==> src/rtl/fnd_arbiter.sv <==
// fnd_arbiter: grants one of three sources ownership of the segment display.
// Index 0 has the highest priority. An owner keeps the display for at least
// HOLD_TICKS ticks. After that it can be preempted by a higher-priority source,
// or it is rotated out once another source has waited TIMEOUT_TICKS ticks.
// Optional feature: define FND_BLINK_EN to add the per-source blink input.
// When an owner has its blink bit set, its word alternates with BLANK_WORD
// on successive ticks.
module fnd_arbiter #(
  parameter int unsigned HOLD_TICKS    = 4,
  parameter int unsigned TIMEOUT_TICKS = 16,
  parameter logic [31:0] BLANK_WORD    = 32'h0000_0000
) (
  input  logic        fnd_clk,
  input  logic        rst,
  input  logic        tick,
  input  logic [2:0]  req,
  input  logic [31:0] data0,
  input  logic [31:0] data1,
  input  logic [31:0] data2,
  input  logic [31:0] default_data,
`ifdef FND_BLINK_EN
  input  logic [2:0]  blink,
`endif
  output logic [2:0]  gnt,
  output logic        busy,
  output logic [31:0] fnd_serial
);

  typedef enum logic [1:0] {
    ST_IDLE = 2'd0,
    ST_LOCK = 2'd1,
    ST_OPEN = 2'd2
  } state_t;

  localparam logic [7:0] HOLD_W    = 8'(HOLD_TICKS);
  localparam logic [7:0] TIMEOUT_W = 8'(TIMEOUT_TICKS);

  state_t      state_r;
  logic [7:0]  hold_cnt_r;
  logic [7:0]  to_cnt_r;
  logic [7:0]  hold_inc_s;
  logic [7:0]  to_inc_s;
  logic        owner_req_s;
  logic [2:0]  others_s;
  logic [2:0]  lower_mask_s;
  logic [2:0]  pick_s;
  logic [31:0] owner_data_s;
  logic [31:0] pick_data_s;
  logic [31:0] shown_data_s;
  logic        do_grant_s;
  logic        go_idle_s;
  logic        go_open_s;
  logic        blank_now_s;
`ifdef FND_BLINK_EN
  logic        phase_r;
  logic        phase_nxt_s;
`endif

  // Counters stop at all-ones instead of wrapping back to zero.
  function automatic logic [7:0] sat_inc(input logic [7:0] v);
    if (v == 8'hFF) begin
      return v;
    end else begin
      return v + 8'd1;
    end
  endfunction

  // Returns the one-hot of the lowest set bit (highest priority source).
  function automatic logic [2:0] lowest_bit(input logic [2:0] v);
    if (v[0]) begin
      return 3'b001;
    end else if (v[1]) begin
      return 3'b010;
    end else if (v[2]) begin
      return 3'b100;
    end else begin
      return 3'b000;
    end
  endfunction

  // First pending source after the owner in the circular order 0,1,2,0.
  function automatic logic [2:0] rotate_pick(input logic [2:0] owner, input logic [2:0] pend);
    case (owner)
      3'b001: begin
        if (pend[1]) return 3'b010;
        else if (pend[2]) return 3'b100;
        else if (pend[0]) return 3'b001;
        else return 3'b000;
      end
      3'b010: begin
        if (pend[2]) return 3'b100;
        else if (pend[0]) return 3'b001;
        else if (pend[1]) return 3'b010;
        else return 3'b000;
      end
      3'b100: begin
        if (pend[0]) return 3'b001;
        else if (pend[1]) return 3'b010;
        else if (pend[2]) return 3'b100;
        else return 3'b000;
      end
      default: return lowest_bit(pend);
    endcase
  endfunction

  // Selects the display word belonging to a one-hot source.
  function automatic logic [31:0] word_of(input logic [2:0] sel, input logic [31:0] w0,
                                          input logic [31:0] w1, input logic [31:0] w2);
    case (sel)
      3'b001:  return w0;
      3'b010:  return w1;
      3'b100:  return w2;
      default: return 32'h0000_0000;
    endcase
  endfunction

  // Decode the owner, the pending set and the source the next grant would go to.
  always_comb begin
    hold_inc_s   = sat_inc(hold_cnt_r);
    to_inc_s     = sat_inc(to_cnt_r);
    owner_req_s  = |(req & gnt);
    others_s     = req & ~gnt;
    lower_mask_s = 3'b000;
    case (gnt)
      3'b010:  lower_mask_s = 3'b001;
      3'b100:  lower_mask_s = 3'b011;
      default: lower_mask_s = 3'b000;
    endcase
    owner_data_s = word_of(gnt, data0, data1, data2);
    // With the owner still requesting, only preemption or rotation can grant.
    if ((state_r == ST_OPEN) && owner_req_s) begin
      if (|(req & lower_mask_s)) begin
        pick_s = lowest_bit(req & lower_mask_s);
      end else begin
        pick_s = rotate_pick(gnt, others_s);
      end
    end else begin
      pick_s = lowest_bit(req);
    end
    pick_data_s = word_of(pick_s, data0, data1, data2);
  end

  // Transition decisions. OPEN rules are checked in order:
  // release first, then preemption, then timeout.
  always_comb begin
    do_grant_s = 1'b0;
    go_idle_s  = 1'b0;
    go_open_s  = 1'b0;
    case (state_r)
      ST_IDLE: do_grant_s = |req;
      ST_LOCK: go_open_s = tick && (hold_inc_s == HOLD_W);
      ST_OPEN: begin
        if (!owner_req_s) begin
          do_grant_s = |req;
          go_idle_s  = ~|req;
        end else if (|(req & lower_mask_s)) begin
          do_grant_s = 1'b1;
        end else begin
          do_grant_s = (|others_s) && tick && (to_inc_s == TIMEOUT_W);
        end
      end
      default: go_idle_s = 1'b1;
    endcase
  end

`ifdef FND_BLINK_EN
  // The blink phase advances on each tick while the display is owned.
  // Blanking uses the new phase, so the word changes on the tick edge itself.
  always_comb begin
    if (busy && tick) begin
      phase_nxt_s = ~phase_r;
    end else begin
      phase_nxt_s = phase_r;
    end
    blank_now_s = phase_nxt_s && (|(blink & gnt));
  end
`else
  // Without blink support the owner's word is never blanked.
  always_comb begin
    blank_now_s = 1'b0;
  end
`endif

  // Word shown for the current owner, after blanking is applied.
  always_comb begin
    shown_data_s = blank_now_s ? BLANK_WORD : owner_data_s;
  end

  // Arbitration FSM. gnt, busy and fnd_serial are registered together with the state.
  always_ff @(posedge fnd_clk or negedge rst) begin
    if (!rst) begin
      state_r    <= ST_IDLE;
      gnt        <= 3'b000;
      busy       <= 1'b0;
      fnd_serial <= 32'h0000_0000;
      hold_cnt_r <= 8'd0;
      to_cnt_r   <= 8'd0;
`ifdef FND_BLINK_EN
      phase_r    <= 1'b0;
`endif
    end else if (do_grant_s) begin
      state_r    <= ST_LOCK;
      gnt        <= pick_s;
      busy       <= 1'b1;
      fnd_serial <= pick_data_s;
      hold_cnt_r <= 8'd0;
      to_cnt_r   <= 8'd0;
`ifdef FND_BLINK_EN
      phase_r    <= 1'b0;
`endif
    end else if (go_idle_s) begin
      state_r    <= ST_IDLE;
      gnt        <= 3'b000;
      busy       <= 1'b0;
      fnd_serial <= default_data;
      hold_cnt_r <= 8'd0;
      to_cnt_r   <= 8'd0;
`ifdef FND_BLINK_EN
      phase_r    <= 1'b0;
`endif
    end else begin
      case (state_r)
        ST_IDLE: begin
          fnd_serial <= default_data;
        end
        ST_LOCK: begin
          if (tick) begin
            hold_cnt_r <= hold_inc_s;
          end
          if (go_open_s) begin
            state_r  <= ST_OPEN;
            to_cnt_r <= 8'd0;
          end
          // The word freezes while the owner's request is low.
          if (owner_req_s) begin
            fnd_serial <= shown_data_s;
          end
        end
        ST_OPEN: begin
          // The wait is measured only while someone else is actually waiting.
          if (~|others_s) begin
            to_cnt_r <= 8'd0;
          end else if (tick) begin
            to_cnt_r <= to_inc_s;
          end
          if (owner_req_s) begin
            fnd_serial <= shown_data_s;
          end
        end
        default: begin
          state_r <= ST_IDLE;
        end
      endcase
`ifdef FND_BLINK_EN
      phase_r <= phase_nxt_s;
`endif
    end
  end

endmodule

==> config.mk <==
export PLATFORM = sky130hd
export DESIGN_NAME = fnd_arbiter
export DESIGN_NICKNAME = d
export VERILOG_FILES = /design/src/rtl/fnd_arbiter.sv
export SDC_FILE = /design/constraint.sdc
export NUM_CORES = 1
export LEC_CHECK = 0
export BUFFER_PORTS_ARGS = -buffer_cell sky130_fd_sc_hd__buf_2
export CAP_MARGIN = 40
export CORE_MARGIN = 10
export CORE_UTILIZATION = 40
export CTS_CLUSTER_SIZE = 25
export DETAILED_ROUTE_END_ITERATION = 16
export PLACE_DENSITY = 0.67
export SLEW_MARGIN = 5
export SYNTH_ARGS = -nofsm -noshare
export SYNTH_HDL_FRONTEND = slang
export SYNTH_SLANG_ARGS = --single-unit
==> constraint.sdc <==
create_clock -name fnd_clk -period 4.77 [get_ports fnd_clk]
set_clock_uncertainty 0.1 [all_clocks]
set_input_delay 1.1925 -clock fnd_clk [delete_from_list [all_inputs] [get_ports fnd_clk]]
set_output_delay 1.1925 -clock fnd_clk [all_outputs]
set_load 0.005 [all_outputs]
==> flow_metrics.tcl, run 1 <==
set metrics [dict create \
    p_leak_nw 2.630 \
    setup_violations 0 \
    pre_cts_slack_ns 1.294 \
    fin_nets 809 \
    grt_pass1_vias 5142 \
    synth_mux_area_share_pct 15.94 \
    cap_violations 0 \
    combPwrFrac_pct 69.0 \
    antenna_found_initial 1 \
    path_class "reg -> reg" \
    synthDistinctLibCells 62 \
    slew_headroom_pct 47.74 \
    gp_congestion 0.9151 \
    hold_viol 0 \
    place_hpwl_mm 12.14 \
    clkLatencyLatePin_ns 0.30 \
    synth_top_area_share_pct 30.14 \
    max_stage_delay_ns 0.49 \
    synthAdderAreaFrac_pct 1.395 \
    final_max_slew_viol_count 0 \
    ant_nets 0 \
    synth_xor_area_share_pct 0.5861 \
    drc 0 \
    vias 4877 \
    vias_per_cell 6.006 \
    period_minus_slack_ns 3.168 \
    die_area_um2 15840 \
    cp.required_ns 4.86 \
    synthTopCellsByArea "dfrtp_1 (30%), mux2i_1 (15%), a222oi_1 (7.1%), a22oi_1 (5.4%), nand2_1 (4.9%)" \
    wire_per_inst_um 19.53 \
    setup_tns_ns 0 \
    cts_tree "yes" \
    yosysTopAreaCell "dfrtp_1" \
    cts.sinks 54 \
    synth-simple-area-share_pct 18.59 \
    syn2layout_area_growth_pct 23.14 \
    slowest_stage "dfrtp_1" \
    io_pins 170 \
    fmaxAchievable_mhz 315.7 \
    ys_ff_latch 54 \
    die_h_um 125.9 \
    yosysWarnings 0 \
    syn_nets 670 \
    cts_resized 0 \
    core-area_um2 10890 \
    cts_buffers 5 \
    pwr-share-seq_pct 22.7 \
    irDropWorstVdd_mv 0.5721 \
    start_kind "flop" \
    switchingPower_mw 1.622 \
    grt_max_degree 55 \
    layout-drive-gt1-share_pct 31.30 \
    clk_pin_slew_worst_paths_ns 0.10 \
    timing_worst_slew_pin_value_ns 0.7803 \
    grt_usage_pct 19.02 \
    cellInternalPower_mw 1.813 \
    p_clk_share_pct 8.3 \
    io_buffers 169 \
    start_util_pct 41.17 \
    cts_htree_levels 2 \
    die_x_um 125.9 \
    grt-ovfl-total 0 \
    async_flop_share_pct 100.0 \
    crit_arrival_ns 3.26 \
    synth-seq-area-share_pct 30.14 \
    clock_path_buffers 2 \
    syn-mean-instance-area_um2 8.443 \
    drt-initial-drc-count 391 \
    syn_area_um2 4483 \
    power.density_nw_per_um2 622.2 \
    grt_pass1_wl_mm 25.70 \
    setup_ws_ns 1.602 \
    ctsHoldBuffers 0 \
    hold_slack_ns 0.4084 \
    routed_wirelength_mm 15.86 \
    synth_compound_area_share_pct 27.52 \
    postCtsSetupBuffers 0 \
    synth_top_family_by_area "compound AO/OA/AOI/OAI gates" \
    status "complete, no violations" \
    synth_cells 531 \
    synthFlopType "dfrtp_1" \
    period_share_pct 66.41 \
    endpoint_kind "flop" \
    layout_common_cells "buf_2 (169), mux2i_1 (68), nand2_1 (57)" \
    cts_root_buf "clkbuf_8" \
    worstPathCellList "ha_1 -> nand3_1 -> nor3_1 -> mux2_2 -> or4_4 -> nand2_2 -> a21o_4 -> mux2_1" \
    rows 38 \
    fillers 1060 \
    firstDrtPassIters 9 \
    hold_path_class "reg -> reg" \
    rsz0062_at_grt "false" \
    layout_commonest_cell "buf_2" \
    switching_share_pct 47.22 \
    crit_path_max_fanout 11 \
    synth-edff-count 0 \
]
-- final timing paths --
path / endpoint / startpoint / depth (start not counted) / slack [ns]
min: busy / busy / 2 / 0.41
max: state_r[1] / to_cnt_r[0] / 8 / 1.60
max in group asynchronous: fnd_serial[7] / rst / 2 / 3.18
min in group asynchronous: busy / rst / 2 / 0.90
min reg2reg: busy / busy / 2 / 0.41
max reg2reg: state_r[1] / to_cnt_r[0] / 8 / 1.60
-- sequential cells by signal, indices dropped and copies added (netlist names) --
| signal | count |
|---|---|
| hold_cnt_r | 8 |
| fnd_serial | 32 |
| busy | 1 |
| to_cnt_r | 8 |
| gnt | 3 |
| state_r | 2 |
-- Yosys cell counts (all sizes together), types with 2 or more instances --
master / number
mux2i: 68
a22oi: 33
nand4: 3
nor3b: 2
a21o: 2
nor3: 11
and2: 5
nand2b: 4
or3: 2
o21ai: 40
buf: 17
and3: 6
nor4b: 2
dfrtp: 54
nor2b: 6
mux2: 3
ha: 5
nand3: 10
a222oi: 32
xor2: 2
a311oi: 2
a211oi: 2
o211ai: 3
inv: 5
nor2: 52
clkbuf: 32
a221oi: 2
a31oi: 6
a21oi: 42
nand2: 60
-- kinds of logic after synthesis --
logic type | count (synthesis)
AOI/OAI and AO/OA | 174
and+or+nand+nor | 170
muxes | 71
buffers and inverters | 54
DFF | 54
adders and majority gates | 5
xor gates and xnor gates | 3
-- worst max-delay path: cells and delay by family (launching register included) --
kind            cells  cell delay (ns)
compound gates      1             0.13
fa+ha+maj           1             0.32
flops               1             0.49
mux                 2             0.71
simple gates        4             1.30
-- area by class of cell --
class | instances | area [um^2] | area share, %
flip-flops and latches | 54 | 1351 | 24.48
diodes | 1 | 2.502 | 0.04533
repair buffers | 181 | 975.9 | 17.68
multi-input cells | 423 | 2892 | 52.38
inverters | 5 | 18.77 | 0.3400
well taps | 140 | 175.2 | 3.173
clock buffers | 7 | 96.34 | 1.745
clock inverters | 1 | 8.758 | 0.1587
-- routing by layer --
layer  global-route usage (%)  vias to the layer above  wire length (um)
met4                    5.291                        0               212
met1                    23.53                     2290              6577
met2                    31.15                      271              7506
met3                    6.040                       16              1566
li1                         -                     2300                 -
met5                        0                        -                 0
-- power by group through the flow --
stage                     Clock, mW  Combinational [mW]  Sequential, mW
after floorplan                   0                1.71           0.746
after global placement            0                2.21           0.778
after detailed placement          0                2.39           0.780
after CTS                     0.300                2.39           0.776
after global routing          0.317                2.65           0.798
final                         0.286                2.37           0.779
-- through the flow --
stage | utilization (%) | area, um^2 | total power, mW | instances
after floorplan | - | 4483 | 2.460 | 531
after global placement | 49.14 | 5350 | 2.992 | 800
after detailed placement | 49.71 | 5413 | 3.170 | 803
after CTS | 50.68 | 5518 | 3.465 | 811
after global routing | 50.70 | 5520 | 3.767 | 812
final | 50.70 | 5520 | 3.435 | 812
Note: power is estimated with default switching activity, not from simulation.
==> inputs of run 2 (changes only) <==
Settings changed: PLACE_DENSITY 0.67 to 0.7.
Clock period 4.77 ns to 2.5 ns, I/O delays scaled along.
==> flow_metrics.tcl, run 2 (synthesized netlist as in run 1, its figures left out) <==
set metrics [dict create \
    crit_path_max_fanout 4 \
    clk_pin_slew_worst_paths_ns 0.11 \
    die_x_um 125.9 \
    worstPathCellList "ha_4 -> or3b_1 -> a22oi_2 -> o211ai_2 -> or4_4 -> nand2_4 -> a21o_4 -> mux2_4" \
    place_hpwl_mm 11.94 \
    io_pins 170 \
    largest_register_ffs 32 \
    setup_ws_ns 0.01084 \
    drt-initial-drc-count 545 \
    ant_nets 0 \
    hold_path_class "in -> async" \
    wire_per_inst_um 18.94 \
    routed_wirelength_mm 16.14 \
    fillers 1026 \
    layoutNonFillerInstCount 852 \
    setup_tns_ns 0 \
    setup_violations 0 \
    start_util_pct 41.17 \
    start_kind "flop" \
    syn2layout_area_growth_pct 33.44 \
    period_share_pct 99.57 \
    die_h_um 125.9 \
    vias 5128 \
    final_max_slew_viol_count 0 \
    cts_buffers 5 \
    io_buffers 169 \
    cts_tree "yes" \
    grt_pass1_wl_mm 25.79 \
    drc 0 \
    fin_util_pct 54.94 \
    max_stage_delay_ns 0.48 \
    hold_viol 0 \
    top_register "fnd_serial" \
    cts.sinks 54 \
    die_area_um2 15840 \
    cp.required_ns 2.62 \
    place_inst 840 \
    slew_headroom_pct 59.10 \
    r2r-start "to_cnt_r[1]" \
    p_leak_nw 2.883 \
    firstDrtPassIters 9 \
    largestRegisters "fnd_serial (32), hold_cnt_r (8), to_cnt_r (8)" \
    fin_nets 850 \
    critPathBufInv 0 \
    period_minus_slack_ns 2.489 \
    crit_family "simple AND/OR/NAND/NOR gates" \
    grt-ovfl-total 0 \
    power.density_nw_per_um2 1182 \
    layout_common_cells "buf_2 (169), mux2i_1 (68), nand2_1 (56)" \
    grt_max_degree 65 \
    slowest_stage "or4_4" \
    antenna_found_initial 0 \
    gp_congestion 0.8942 \
    timing_worst_slew_pin_value_ns 0.6135 \
    rows 38 \
    layout-drive-gt1-share_pct 36.66 \
    vias_per_cell 6.019 \
    clkLatencyLatePin_ns 0.32 \
    irDropWorstVdd_mv 0.7520 \
    status "complete, no violations" \
    cp-startpoint "to_cnt_r[1]" \
    rsz0062_at_grt "true" \
    endpoint_kind "flop" \
    place_area_um2 5787 \
    n_antenna_cell 0 \
    cts_root_buf "clkbuf_8" \
    clock_path_buffers 2 \
    ctsHoldBuffers 0 \
    grt_pass1_vias 5323 \
    grt_usage_pct 18.95 \
    final_cell_area_um2 5982 \
    fmaxAchievable_mhz 401.7 \
    cap_violations 0 \
    layout_commonest_cell "buf_2" \
    pre_cts_slack_ns -0.03080 \
    path_class "reg -> reg" \
    cts_htree_levels 2 \
    crit_arrival_ns 2.61 \
    core-area_um2 10890 \
]
[run 2: changes by cell type in the layout (fill, tap and decap cells not counted), sizes merged]
cell and change:
bufinv +1, diode -1, inv +1, clkinv -1
clkinvlp +1, clkbuf -2, buf +41
[run 2: worst register-to-register path: cells and delay by family, from the launching register on]
kind                     cells  cell delay (ns)
multiplexers                 1             0.29
AO/OA/AOI/OAI                3             0.42
AND/OR/NAND/NOR              3             0.93
flip-flops                   1             0.45
adder cells (fa/ha/maj)      1             0.20
[run 2: final cells by class]
type                            instances  area, um^2  area share (%)
Clock buffer                            5       68.82           1.150
Clock inverter                          3       48.80          0.8157
Inverter                                5       18.77          0.3137
Multi-Input combinational cell        423        2962           49.51
Sequential cell                        54        1354           22.63
Tap cell                              140       175.2           2.928
Timing Repair Buffer                  222        1355           22.65
[run 2: path summary, 6_finish.rpt]
path | end | depth (start not counted) | slack [ns]
worst min register to register | busy | 2 | 0.39
min in group fnd_clk | busy | 2 | 0.39
max in group asynchronous | fnd_serial[27] | 2 | 1.52
worst max-delay path | state_r[1] | 8 | 0.01
worst max register to register | state_r[1] | 8 | 0.01
worst min-delay path | to_cnt_r[1] | 1 | 0.20
[run 2: layer usage]
layer | share of wire, % | GRT usage [%]
met2 | 48 | 32.63
met4 | 1.6 | 4.823
met5 | 0 | 0
met3 | 8.7 | 5.076
met1 | 42 | 22.86
[run 2: timing repair]
item	CTS	global route
endpoints found under the setup margin	2	8
resized for setup	2	10
setup buffers	2	2
gates cloned	0	0
endpoints found under the hold margin	0	0
pin swaps	1	2
[run 2: power by group]
group / leakage [nW] / switching (mW) / total (mW) / internal (mW)
logic: 2.14 / 2.73 / 5.04 / 2.32
registers: 0.690 / 0.180 / 1.39 / 1.21
clock network: 0.0563 / 0.327 / 0.633 / 0.306
[run 2: metrics by stage]
stage	power (mW)	hold slack [ns]
detailed placement	6.372	0.3659
floorplan	4.695	0.2294
CTS	7.036	0.2125
global route	7.659	0.2297
global placement	6.234	0.3602
finish	7.071	0.1955
